<file path="src/rtl/instr_queue.sv">
// Instruction queue between fetch and decode. Accepts up to two instructions
// per cycle in program order and presents the two oldest entries to decode.
// Storage is a circular buffer with head and tail pointers and a registered
// occupancy count. New entries become visible one cycle after they are written.
module instr_queue #(
  parameter int DEPTH = 8,
  parameter int IW    = 16
) (
  input  logic                       clk,
  input  logic                       reset,
  input  logic                       flush,
  input  logic [IW-1:0]              in_instr1,
  input  logic [IW-1:0]              in_instr2,
  input  logic                       in_valid1,
  input  logic                       in_valid2,
  output logic                       stall,
  output logic [IW-1:0]              out_instr1,
  output logic [IW-1:0]              out_instr2,
  output logic                       out_valid1,
  output logic                       out_valid2,
  input  logic [1:0]                 deq_count,
  output logic [$clog2(DEPTH):0]     level
);

  localparam int AW = $clog2(DEPTH);
  localparam int CW = AW + 1;
  // Stall threshold: fewer than two free entries left.
  localparam logic [CW-1:0] STALL_THR = CW'(DEPTH - 2);

  logic [IW-1:0] mem_q [DEPTH];
  logic [AW-1:0] head_q, head_d;
  logic [AW-1:0] tail_q, tail_d;
  logic [CW-1:0] count_q, count_d;

  logic [AW-1:0] head_p1, tail_p1;
  logic [1:0]    enq, deq, deq_req;

  assign head_p1 = head_q + AW'(1);
  assign tail_p1 = tail_q + AW'(1);

  // Back-pressure depends only on the registered occupancy.
  assign stall = (count_q > STALL_THR);

  assign out_valid1 = (count_q >= CW'(1)) & ~flush;
  assign out_valid2 = (count_q >= CW'(2)) & ~flush;
  assign out_instr1 = mem_q[head_q];
  assign out_instr2 = mem_q[head_p1];
  assign level      = count_q;

  // Accepted enqueue and clamped dequeue amounts for this cycle.
  always_comb begin
    enq     = 2'd0;
    deq     = 2'd0;
    deq_req = (deq_count == 2'd3) ? 2'd2 : deq_count;
    if (!flush && !stall && in_valid1)
      enq = in_valid2 ? 2'd2 : 2'd1;
    if (!flush)
      deq = (CW'(deq_req) > count_q) ? count_q[1:0] : deq_req;
  end

  // Next-state pointers and count; flush empties the queue outright.
  always_comb begin
    head_d  = head_q + AW'(deq);
    tail_d  = tail_q + AW'(enq);
    count_d = count_q - CW'(deq) + CW'(enq);
    if (flush) begin
      head_d  = '0;
      tail_d  = '0;
      count_d = '0;
    end
  end

  // Control state; reset takes priority over flush and normal traffic.
  always_ff @(posedge clk) begin
    if (reset) begin
      head_q  <= '0;
      tail_q  <= '0;
      count_q <= '0;
    end else begin
      head_q  <= head_d;
      tail_q  <= tail_d;
      count_q <= count_d;
    end
  end

  // Storage writes; contents are left alone on reset since count gates validity.
  always_ff @(posedge clk) begin
    if (!reset) begin
      if (enq != 2'd0) mem_q[tail_q]  <= in_instr1;
      if (enq == 2'd2) mem_q[tail_p1] <= in_instr2;
    end
  end

endmodule
</file>
<file path="config.mk">
export PLATFORM = sky130hd
export DESIGN_NAME = instr_queue
export DESIGN_NICKNAME = d
export VERILOG_FILES = /design/src/rtl/instr_queue.sv
export SDC_FILE = /design/constraint.sdc
export NUM_CORES = 1
export LEC_CHECK = 0
export BUFFER_PORTS_ARGS = -buffer_cell sky130_fd_sc_hd__buf_4
export CORE_MARGIN = 2
export CORE_UTILIZATION = 67
export CTS_BUF_LIST = sky130_fd_sc_hd__clkbuf_8
export CTS_CLUSTER_DIAMETER = 50
export DETAILED_ROUTE_END_ITERATION = 16
export PLACE_DENSITY = 0.94
export SLEW_MARGIN = 30
export SYNTH_ARGS = -nofsm -noshare
export SYNTH_HDL_FRONTEND = slang
export SYNTH_SLANG_ARGS = --single-unit
</file>
<file path="constraint.sdc">
create_clock -name clk -period 9.6 [get_ports clk]
set_input_delay 1.92 -clock clk [delete_from_list [all_inputs] [get_ports clk]]
set_output_delay 1.92 -clock clk [all_outputs]
set_load 0.01 [all_outputs]
</file>
After elaboration in Yosys (flattened, before gate mapping). Memories as Yosys holds them, arrays and structs flattened. A register that Yosys moved wholly into a read port is not among the register bits. Cells that the tools add are included.

Flip-flop bits (word level): 10. Bits in writable memories: 128. Bits of input ports: 39. Output and inout bits: 39. Word-level logic and storage cells: 37. Memories kept: 1.

Add/sub/neg operators: 6. Magnitude comparators: 4. Eq/ne operators: 2. Multiplexer cells: 12. Bitwise gates (word level): 3. Reduce and logical (&&, ||, !) cells: 6.

Memory list: mem_q (depth 8, width 16, read ports 2, clocked after Yosys merged registers in 1, wr ports 2, RTL line 30) `logic [IW-1:0] mem_q [DEPTH];`.

Operators by type and width (number): 2-bit two-way mux (5); 3-bit by 1-bit adder with 3-bit output, second input constant (2); 3-bit by 2-bit adder with 3-bit output (2); 1-bit two-way mux (6); 4-bit by 2-bit adder with 4-bit output (1); 2-bit == test, second input constant (2); 4-bit by 1-bit greater-or-equal comparator with 1-bit output, second input constant (1); 4-bit by 2-bit greater-or-equal comparator with 1-bit output, second input constant (1); 2-bit by 4-bit > comparator with 1-bit output (1); 4-bit by 3-bit > comparator with 1-bit output, second input constant (1); 4-bit by 2-bit subtractor with 4-bit output (1); 3-bit two-way mux (1); 1-bit bitwise AND (2); 1-bit logical AND (2); 1-bit zero test (2); 2-bit nonzero test (1); 2-bit OR reduction (1); 1-bit inverter (1).

Longest topological paths before layout. Gate-level depths: netlist of the first run.

Word-level depth: 9. Gate-level depth with buffers: 13.

Worst setup path before layout of the first run. OpenSTA, ideal clock, no wires.

Path type: input port to flip-flop. From: input port deq_count[1]. To: register count_q[3] (netlist: level[3]). Setup time: 121 ps. Arrival time: 4258 ps. Data required time: 9479 ps. Setup slack: 5221 ps. Cell stages on the path: 13. Buffers on the path: 1. Cells stage by stage: clkbuf_1 -> ha_1 -> nor2b_1 -> o211ai_1 -> mux2i_1 -> nor2_1 -> fa_1 -> inv_1 -> ha_1 -> a21o_1 -> a21oi_1 -> xnor2_1 -> nor2_1.

Longest elaborated chain between the ends: 7.

Ends and longest elaborated chain: start: declaration (RTL line 21) `input logic [1:0] deq_count,`; 2-bit == test (RTL line 54) `deq_req = (deq_count == 2'd3) ? 2'd2 : deq_count;`; 2-bit two-way mux * (RTL line 54); 2-bit by 4-bit > comparator with 1-bit output (RTL line 58) `deq = (CW'(deq_req) > count_q) ? count_q[1:0] : deq_req;`; 2-bit two-way mux * (RTL line 58); 2-bit two-way mux * (RTL line 57) `if (!flush)`; 4-bit by 2-bit subtractor with 4-bit output * (RTL line 65) `count_d = count_q - CW'(deq) + CW'(enq);`; 4-bit by 2-bit adder with 4-bit output * (RTL line 65); end signal: assignment (RTL line 82) `count_q <= count_d;`; end: declaration (RTL line 33) `logic [CW-1:0] count_q, count_d;`.

Mark *: on every way between the ends. The rest lies on a longest branch, timed or not. A chain may end at the register's enable or synchronous reset.

Final worst setup path of the first run.
From: register head_q[0]. To: output port out_instr2[2].

Longest elaborated chain between the ends: 2.

Ends and longest elaborated chain: start: declaration (RTL line 31) `logic [AW-1:0] head_q, head_d;`; start signal: assignment (RTL line 76) `head_q <= '0;`; start signal: assignment (RTL line 80) `head_q <= head_d;`; 3-bit by 1-bit adder with 3-bit output (RTL line 38) `assign head_p1 = head_q + AW'(1);`; memory read 8 x 16 bit; end: declaration (RTL line 18) `output logic [IW-1:0] out_instr2,`.

No other way between the ends.

==> results.json, run 1 <==
{
  "status": "finished, final reports clean",
  "cts_num_sinks": 138,
  "cts_hold_buf": 0,
  "required_ns": 7.68,
  "synth_edf_count": 128,
  "clk_pin_slew_ns": 0.08,
  "p_per_area_nw_per_um2": 152.1,
  "finalSetupTns_ns": 0,
  "cpMaxStageDelayCell": "ha_1",
  "final_cell_area_um2": 9490,
  "syn_avg_cell_area_um2": 16.34,
  "place.gp.congestion": 0.7899,
  "synth_top_area_cell": "edfxtp_1",
  "dr.max_layer_used": "met4",
  "die_h_um": 115.1,
  "fin_crit_sh": 0.5180,
  "startpoint": "head_q[0]",
  "hold_class": "flop to flop",
  "fin_crit_ns": 4.973,
  "cpMostUsedCell": "buf_4",
  "place_ws_ns": 4.712,
  "fmax_ghz": 0.2011,
  "ys.flop_type": "edfxtp_1",
  "startpoint_type": "flop",
  "layout-area-overhead-vs-synth_pct": 14.77,
  "layout.cells.non_filler": 746,
  "ys_async_sr_fraction": 0,
  "globalRouteTotalUtil": 0.3159,
  "rows": 40,
  "setup_viol": 0,
  "crit_fanout": 42,
  "ys_ff_latch": 138,
  "cp-end-kind": "output port",
  "r2r-start": "level[3]",
  "seq_area_frac_synth": 0.4890,
  "routedWlPerCell_um": 26.73,
  "root_buffer": "clkbuf_8",
  "layout.nets": 642,
  "dieArea_um2": 13250,
  "synth_top_area_frac": 0.4648,
  "synth_nets": 562,
  "crit_family": "buffers and inverters",
  "critical_path_class": "flop to output port",
  "critical_path_buf_inv_count": 3,
  "drt_iter0_drc": 463,
  "die_w_um": 115.1,
  "first_pass_iters": 6,
  "leakagePower_nw": 3.235,
  "ctsHtreeMaxLevel": 4,
  "via_per_inst": 6.933,
  "reg2reg_setup_slack_ns": 6.19,
  "antenna_found_initial": 0,
  "dp_hpwl_um": 12150,
  "n_antenna_cell": 0,
  "ir_drop_uv": 105.4,
  "postLayoutSetupSlackWorst_ns": 4.627,
  "synthCells": 506,
  "cts_tree": "yes",
  "first_global_vias": 5381,
  "drv_cap": 0,
  "wirelength_um": 19940,
  "arrival_ns": 3.05,
  "slew_headroom": 0.4152,
  "r2r_cells": 12,
  "m1WireLength_um": 7356,
  "dr_wl_met3_um": 1560,
  "ctsLongestPathBuffers": 2,
  "core_um2": 12010,
  "post_cts_resized": 0,
  "final_cell_mix": "160 x mux2_2, 128 x edfxtp_1, 90 x buf_4",
  "post_cts_buffers": 0,
  "cp_cell_sequence": "buf_16, ha_1, buf_4, mux4_2, mux2_2, buf_4",
  "crit_end": "out_instr2[2]",
  "hold_viol_final": 0,
  "tightest_slew_ns": 0.8740,
  "dr_total_vias": 5172,
  "gr-total-overflow": 0,
  "port_buffers": 77,
  "yosysUniqueCellTypes": 41,
  "drive_above_1_share": 0.6043,
  "mostFrequentLayoutCell": "mux2_2",
  "cts_buffers": 17,
  "r2r_end": "level[3]",
  "num_io_pins": 78,
  "crit_cells": 6,
  "fin_skew_ns": 0.01321,
  "grt_pass1_wl_um": 29820,
  "dpl_cell_area_um2": 9007,
  "grt_max_degree": 67,
  "yosysWarningCount": 0,
  "drc": 0,
  "dp.cells": 712,
  "rsz0062_at_grt": "no",
  "clk_latency_ns": 0.47,
  "yosys-top-cells-area": "edfxtp_1 46%, mux2_2 22%, mux4_2 17%",
  "worst_path_largest_cell_delay_ns": 0.72,
  "drv_slew": 0,
  "hold_path.startpoint": "tail_q[2]",
  "drtAntennaViolNets": 0,
  "wl_met2_um": 10460,
  "fillCellCount": 652,
  "initial_utilization": 0.6884,
  "syn_area_um2": 8269
}
cell usage after synthesis (5+ instances only):
| cell type | n |
|---|---|
| nor2_1 | 18 |
| nand2_1 | 5 |
| inv_1 | 14 |
| buf_2 | 11 |
| a21oi_1 | 7 |
| clkbuf_1 | 10 |
| buf_1 | 5 |
| edfxtp_1 | 128 |
| ha_1 | 13 |
| mux2_2 | 160 |
| mux4_2 | 64 |
| dfxtp_1 | 10 |
state kept, by name, summed over array words and instances, names as in the netlist:
register	cells
level	4
head_q	3
tail_q	3
mem_q	128
final cells by class:
cell class	count	area (um2)	share of cell area
multi-input combinational	323	4046	0.4264
tap	147	183.9	0.01938
clock inverter	15	201.4	0.02123
timing repair buffer	92	723.2	0.07620
clock buffer	17	234.0	0.02465
sequential	138	4049	0.4266
inverter	14	52.55	0.005537
worst min-delay path: stages, from the launching register on:
cell     delay, ns
dfxtp_1       0.43
xor2_1        0.20
nor2_1        0.05
how the worst min path moves through the flow:
stage	slack (ns)	endpoint	cells past startpoint
3_5_place_dp	0.70	tail_q[2]	2
4_1_cts	0.71	tail_q[2]	2
3_3_place_gp	0.68	tail_q[2]	2
5_1_grt	0.78	tail_q[2]	2
2_1_floorplan	0.57	head_q[0]	2
6_report	0.71	tail_q[2]	2
where the power goes:
group,switching [W],total (W),internal [W]
clock,0.000236,0.000517,0.000282
combinational,0.000118,0.000248,0.000130
sequential,0.00000950,0.000677,0.000668
total,0.000363,0.00144,0.00108
per-stage QoR:
stage                     utilization  hold slack, ns   power, W
after floorplan                     -          0.5746  0.0008440
after global placement         0.7486          0.6805  0.0009195
after detailed placement       0.7499          0.7022  0.0009339
after CTS                      0.7861          0.7108   0.001442
after global routing           0.7901          0.7767   0.001487
final                          0.7901          0.7098   0.001443
kinds of logic after synthesis:
| kind of cell | synth area share |
|---|---|
| flip-flops | 0.4890 |
| adder cells (fa/ha/maj) | 0.02935 |
| AND/OR/NAND/NOR | 0.03843 |
| XOR/XNOR | 0.007414 |
| buffers and inverters | 0.02527 |
| multiplexers | 0.3948 |
| AO/OA/AOI/OAI | 0.01574 |
per-layer routing:
metal  vias to the layer above  GRT usage
met5                         -          0
met4                         0     0.1422
met3                        54    0.07011
met2                       261     0.5353
met1                      2639     0.3937
li1                       2218          -
Power figures use the tool's default switching activity.
==> inputs of run 2 (changes only) <==
--- a/config.mk
+++ b/config.mk
@@ -7,11 +7,11 @@
 export LEC_CHECK = 0
 export BUFFER_PORTS_ARGS = -buffer_cell sky130_fd_sc_hd__buf_4
 export CORE_MARGIN = 2
-export CORE_UTILIZATION = 67
+export CORE_UTILIZATION = 62
 export CTS_BUF_LIST = sky130_fd_sc_hd__clkbuf_8
 export CTS_CLUSTER_DIAMETER = 50
 export DETAILED_ROUTE_END_ITERATION = 16
-export PLACE_DENSITY = 0.94
+export PLACE_DENSITY = 0.88
 export SLEW_MARGIN = 30
 export SYNTH_ARGS = -nofsm -noshare
 export SYNTH_HDL_FRONTEND = slang
==> constraint.sdc (replaced) <==
create_clock -name clk -period 4.8 [get_ports clk]
set_input_delay 0.96 -clock clk [delete_from_list [all_inputs] [get_ports clk]]
set_output_delay 0.96 -clock clk [all_outputs]
set_load 0.01 [all_outputs]
==> results.json, run 2 (synthesis results as in run 1) <==
{
  "drc": 0,
  "startpoint_type": "flop",
  "crit_family": "adder cells",
  "num_io_pins": 78,
  "clk_latency_ns": 0.45,
  "critical_path_class": "flop to output port",
  "first_global_vias": 5298,
  "final_cell_area_um2": 9429,
  "p_sw_w": 0.0006727,
  "antenna_found_initial": 0,
  "post_cts_resized": 0,
  "via_per_inst": 6.585,
  "dieArea_um2": 14280,
  "ir_drop_uv": 190.6,
  "seqPwrFrac": 0.490,
  "cp-end-kind": "output port",
  "worstHoldPathCells": 2,
  "drt_iter0_drc": 507,
  "dpl_cell_area_um2": 9049,
  "cp_cell_sequence": "ha_1, buf_4, mux4_2, mux2_2, buf_4",
  "cts_hold_buf": 0,
  "power_switching_share": 0.2436,
  "r2r-start": "level[3]",
  "clk_pin_slew_ns": 0.07,
  "holdPathEnd": "tail_q[2]",
  "layout.nets": 640,
  "cpMostUsedCell": "buf_4",
  "reg2reg_setup_slack_ns": 1.44,
  "globalRouteTotalUtil": 0.2807,
  "rows": 42,
  "fin_crit_sh": 0.7779,
  "cts_buffers": 17,
  "initial_utilization": 0.6294,
  "status": "finished, final reports clean",
  "place_ws_ns": 1.154,
  "ctsLongestPathBuffers": 2,
  "core_um2": 13140,
  "drv_slew": 0,
  "port_buffers": 77,
  "post_cts_buffers": 0,
  "grt_max_degree": 66,
  "ctsHtreeMaxLevel": 4,
  "r2r_cells": 12,
  "hold_path.startpoint": "tail_q[2]",
  "n_antenna_cell": 0,
  "p_int_w": 0.002089,
  "top_register": "mem_q",
  "dr_total_vias": 5090,
  "die_h_um": 119.5,
  "startpoint": "head_q[0]",
  "gr-total-overflow": 0,
  "p_clk_frac": 0.333,
  "crit_fanout": 18,
  "first_pass_iters": 5,
  "layout-area-overhead-vs-synth_pct": 14.03,
  "hold_viol_final": 0,
  "fin_skew_ns": 0.007342,
  "rsz0062_at_grt": "no",
  "grt_pass1_wl_um": 29210,
  "r2r_end": "level[3]",
  "largest_reg_flops": 128,
  "p_comb_frac": 0.177,
  "wirelength_um": 19000,
  "fmax_ghz": 0.2678,
  "root_buffer": "clkbuf_8",
  "place.gp.congestion": 0.8311,
  "cts_tree": "yes",
  "cpMaxStageDelayCell": "ha_1",
  "dp_hpwl_um": 11650,
  "drtAntennaViolNets": 0,
  "worst_path_largest_cell_delay_ns": 0.78,
  "fin_crit_ns": 3.734,
  "postLayoutSetupSlackWorst_ns": 1.066,
  "drive_above_1_share": 0.5913,
  "routedWlPerCell_um": 24.57,
  "hold_class": "flop to flop",
  "arrival_ns": 2.77,
  "p_per_area_nw_per_um2": 292.9,
  "cts_num_sinks": 138,
  "finalSetupTns_ns": 0,
  "setup_viol": 0,
  "leakagePower_nw": 3.222,
  "critical_path_buf_inv_count": 2,
  "total_power_w": 0.002762,
  "final_cell_mix": "160 x mux2_2, 128 x edfxtp_1, 89 x buf_4",
  "slew_headroom": 0.3998,
  "tightest_slew_ns": 0.8970,
  "drv_cap": 0,
  "mostFrequentLayoutCell": "mux2_2",
  "finish.utilization": 0.7177,
  "required_ns": 3.84,
  "die_w_um": 119.5
}
[run 2: cell types whose count changed in the layout (fill, tap and decap cells not counted)]
cell | previous run | this run
clkinvlp_4 | 6 | 1
clkinv_1 | 0 | 4
inv_1 | 14 | 18
clkinv_4 | 3 | 0
buf_12 | 1 | 0
buf_16 | 1 | 0
buf_4 | 90 | 89
buf_6 | 0 | 1
bufinv_16 | 4 | 3
clkinv_2 | 2 | 3
nand3_1 | 1 | 0
nand3_2 | 7 | 8
[run 2: cell type report]
| class | count | area (um2) |
|---|---|---|
| Multi-Input combinational cell | 323 | 4051 |
| Sequential cell | 138 | 4049 |
| Fill cell | 849 | 3709 |
| Timing Repair Buffer | 90 | 679.4 |
| Clock buffer | 17 | 234.0 |
| Tap cell | 176 | 220.2 |
| Clock inverter | 15 | 142.6 |
| Inverter | 14 | 52.55 |
[run 2: metrics by stage]
step	std cells	hold WS (ns)
2_1_floorplan	506	0.5746
3_3_place_gp	741	0.6861
3_5_place_dp	741	0.7021
4_1_cts	773	0.7225
5_1_grt	773	0.7909
6_report	773	0.7188
[run 2: worst register-to-register path, cell delays in order (launching register included)]
cell	delay [ns]
dfxtp_1	0.46
inv_1	0.14
ha_1	0.22
and3_1	0.19
a2111oi_4	0.54
nand2_1	0.22
fa_1	0.60
inv_1	0.06
ha_1	0.28
a21o_1	0.17
a21oi_1	0.18
xnor2_1	0.14
nor2_1	0.06
[run 2: how the worst max path moves through the flow]
stage | cells after the start | slack (ns) | end
final | 5 | 1.07 | out_instr2[4]
after global routing | 5 | 0.98 | out_instr2[4]
after CTS | 5 | 1.04 | out_instr2[4]
after detailed placement | 13 | 1.15 | level[3]
after global placement | 13 | 1.27 | level[3]
after floorplan | 13 | 1.38 | level[3]
[run 2: power by group through the flow]
stage	registers, W	logic (W)	clock network [W]
2_1_floorplan	0.00138	0.000310	0
3_3_place_gp	0.00138	0.000467	0
3_5_place_dp	0.00138	0.000487	0
4_1_cts	0.00135	0.000490	0.000924
5_1_grt	0.00136	0.000529	0.000973
6_report	0.00135	0.000489	0.000919
[run 2: metal layers]
| layer | GRT usage | up-vias | share of wire |
|---|---|---|---|
| li1 | - | 2213 | - |
| met2 | 0.4582 | 235 | 0.51 |
| met5 | 0 | - | 0 |
| met1 | 0.3697 | 2595 | 0.39 |
| met4 | 0.1140 | 0 | 0.025 |
| met3 | 0.06034 | 47 | 0.070 |
==> inputs of run 3 (changes only) <==
--- a/config.mk
+++ b/config.mk
@@ -5,13 +5,14 @@
 export SDC_FILE = /design/constraint.sdc
 export NUM_CORES = 1
 export LEC_CHECK = 0
+export ABC_AREA = 1
 export BUFFER_PORTS_ARGS = -buffer_cell sky130_fd_sc_hd__buf_4
 export CORE_MARGIN = 2
-export CORE_UTILIZATION = 62
+export CORE_UTILIZATION = 57
 export CTS_BUF_LIST = sky130_fd_sc_hd__clkbuf_8
 export CTS_CLUSTER_DIAMETER = 50
 export DETAILED_ROUTE_END_ITERATION = 16
-export PLACE_DENSITY = 0.88
+export PLACE_DENSITY = 0.85
 export SLEW_MARGIN = 30
 export SYNTH_ARGS = -nofsm -noshare
 export SYNTH_HDL_FRONTEND = slang
==> constraint.sdc (replaced) <==
create_clock -name clk -period 3.2 [get_ports clk]
set_input_delay 0.64 -clock clk [delete_from_list [all_inputs] [get_ports clk]]
set_output_delay 0.64 -clock clk [all_outputs]
set_load 0.01 [all_outputs]
==> results.json, run 3 <==
{
  "yosysUniqueCellTypes": 30,
  "final_cell_mix": "387 x nand2_1, 152 x o21ai_0, 137 x nand4_1",
  "synth_nets": 1314,
  "status": "finished, final reports clean",
  "core_um2": 16000,
  "mostFrequentLayoutCell": "nand2_1",
  "r2r_cells": 15,
  "antenna_found_initial": 0,
  "fin_skew_ns": 0.01385,
  "layout.nets": 1325,
  "grt_pass1_wl_um": 46970,
  "wirelength_um": 30240,
  "hold_class": "input port to flop",
  "grt_max_degree": 106,
  "rows": 46,
  "globalRouteTotalUtil": 0.3441,
  "p_per_area_nw_per_um2": 552.7,
  "ys.flop_type": "edfxtp_1",
  "fin_crit_ns": 3.130,
  "synth_top_area_frac": 0.4104,
  "dp_hpwl_um": 19130,
  "crit_fanout": 19,
  "slew_headroom": 0.4773,
  "via_per_inst": 6.291,
  "drv_slew": 0,
  "top_register": "mem_q",
  "die_w_um": 132.2,
  "synth_edf_count": 128,
  "dpl_cell_area_um2": 10010,
  "ir_drop_uv": 468.3,
  "rsz0062_at_grt": "no",
  "clk_latency_ns": 0.46,
  "layout.cells.non_filler": 1498,
  "fin_crit_sh": 0.9781,
  "drc": 0,
  "ys_async_sr_fraction": 0,
  "arrival_ns": 2.49,
  "place.gp.congestion": 0.8862,
  "port_buffers": 77,
  "ctsLongestPathBuffers": 2,
  "gr-total-overflow": 0,
  "fmax_ghz": 0.3195,
  "synth_top_area_cell": "edfxtp_1",
  "drv_cap": 0,
  "tightest_slew_ns": 0.7832,
  "dp.cells": 1465,
  "cts_tree": "yes",
  "cts_num_sinks": 138,
  "yosysWarningCount": 0,
  "dr_total_vias": 9424,
  "required_ns": 2.56,
  "n_antenna_cell": 0,
  "routedWlPerCell_um": 20.18,
  "largest_reg_flops": 128,
  "first_pass_iters": 6,
  "leakagePower_nw": 4.621,
  "synthCells": 1258,
  "hold_viol_final": 0,
  "drtAntennaViolNets": 0,
  "clk_pin_slew_ns": 0.09,
  "syn_avg_cell_area_um2": 7.445,
  "ctsHtreeMaxLevel": 4,
  "root_buffer": "clkbuf_8",
  "first_global_vias": 8687,
  "cp-end-kind": "output port",
  "startpoint_type": "flop",
  "synth.most_common_cell": "nand2_1",
  "cts_hold_buf": 0,
  "seq_area_frac_synth": 0.4318,
  "final_cell_area_um2": 10470,
  "critical_path_class": "flop to output port",
  "syn_area_um2": 9365,
  "setup_viol": 0,
  "initial_utilization": 0.5853,
  "finalSetupTns_ns": 0,
  "num_io_pins": 78,
  "drive_above_1_share": 0.1349,
  "cts_buffers": 17,
  "drt_iter0_drc": 1771,
  "die_h_um": 132.2,
  "worstHoldPathCells": 4,
  "ys_ff_latch": 138,
  "layout-area-overhead-vs-synth_pct": 11.81,
  "yosys-top-cells-area": "edfxtp_1 41%, nand2_1 16%, nand4_1 9.2%",
  "synth_common_cells": "387 x nand2_1, 153 x o21ai_0, 137 x nand4_1, 128 x edfxtp_1, 105 x inv_1",
  "dieArea_um2": 17470
}
run 3: changes by cell type in the layout (fill, tap and decap cells not counted), moves of 13 or more:
cell	previous run	this run
nand4_1	0	137
inv_1	18	105
o211ai_1	1	16
a21oi_1	5	85
o21ai_1	0	13
buf_4	89	116
mux2_2	160	0
o21ai_0	2	152
nor2_1	18	45
mux4_2	64	0
nand2_1	5	387
run 3: power breakdown:
| part | switching [W] | internal [W] |
|---|---|---|
| Clock | 0.000698 | 0.000914 |
| Combinational | 0.00133 | 0.000772 |
| Sequential | 0.0000517 | 0.00203 |
run 3: path summary, 6_finish.rpt:
| path | startpoint | endpoint | slack [ns] |
|---|---|---|---|
| setup reg to reg | level[1] | level[3] | 0.27 |
| hold reg to reg | tail_q[2] | tail_q[2] | 0.70 |
| setup / recovery | head_q[0] | out_instr2[2] | 0.07 |
| hold / removal | flush | level[3] | 0.48 |
run 3: per-layer routing:
metal / global-route usage / part of all wire / wire, um
met1: 0.4560 / 0.36 / 10860
met2: 0.5269 / 0.44 / 13400
met3: 0.1011 / 0.16 / 4723
met4: 0.1511 / 0.042 / 1258
met5: 0 / 0 / 0
run 3: cell families after synthesis:
logic type | synth area share
adders and majority gates | 0.02592
xor gates and xnor gates | 0.003741
buffers and inverters | 0.1042
and+or+nand+nor | 0.2863
DFF | 0.4318
AOI/OAI and AO/OA | 0.1480
run 3: stage by stage:
stage            util  power, W  hold WS [ns]  setup WS, ns
3_5_place_dp   0.6257  0.004147        0.6770      -0.03080
2_1_floorplan       -  0.003376        0.5830        0.3028
5_1_grt        0.6544  0.006064        0.4898       0.05623
3_3_place_gp   0.6257  0.004085        0.6572        0.1291
4_1_cts        0.6533  0.005717        0.4718       0.09521
6_report       0.6544  0.005788        0.4763       0.07023
run 3: layout make-up:
class	count	area, um2
clock buffer	17	234.0
clock inverter	15	206.4
fill	1315	5529
inverter	109	417.9
multi-input combinational	883	4353
sequential	138	4048
tap	216	270.3
timing repair buffer	120	942.2
run 3: repair_timing:
action                                  CTS  global route
endpoints found under the setup margin    0            11
resized for setup                         0             4
setup buffers                             0             1
run 3: worst max-delay path: stages, from the launching register on:
cell     delay (ns)
dfxtp_2        0.38
ha_1           0.38
buf_4          0.25
a21oi_1        0.15
o21ai_0        0.12
nand2_1        0.09
inv_1          0.04
o21ai_0        0.40
buf_4          0.22
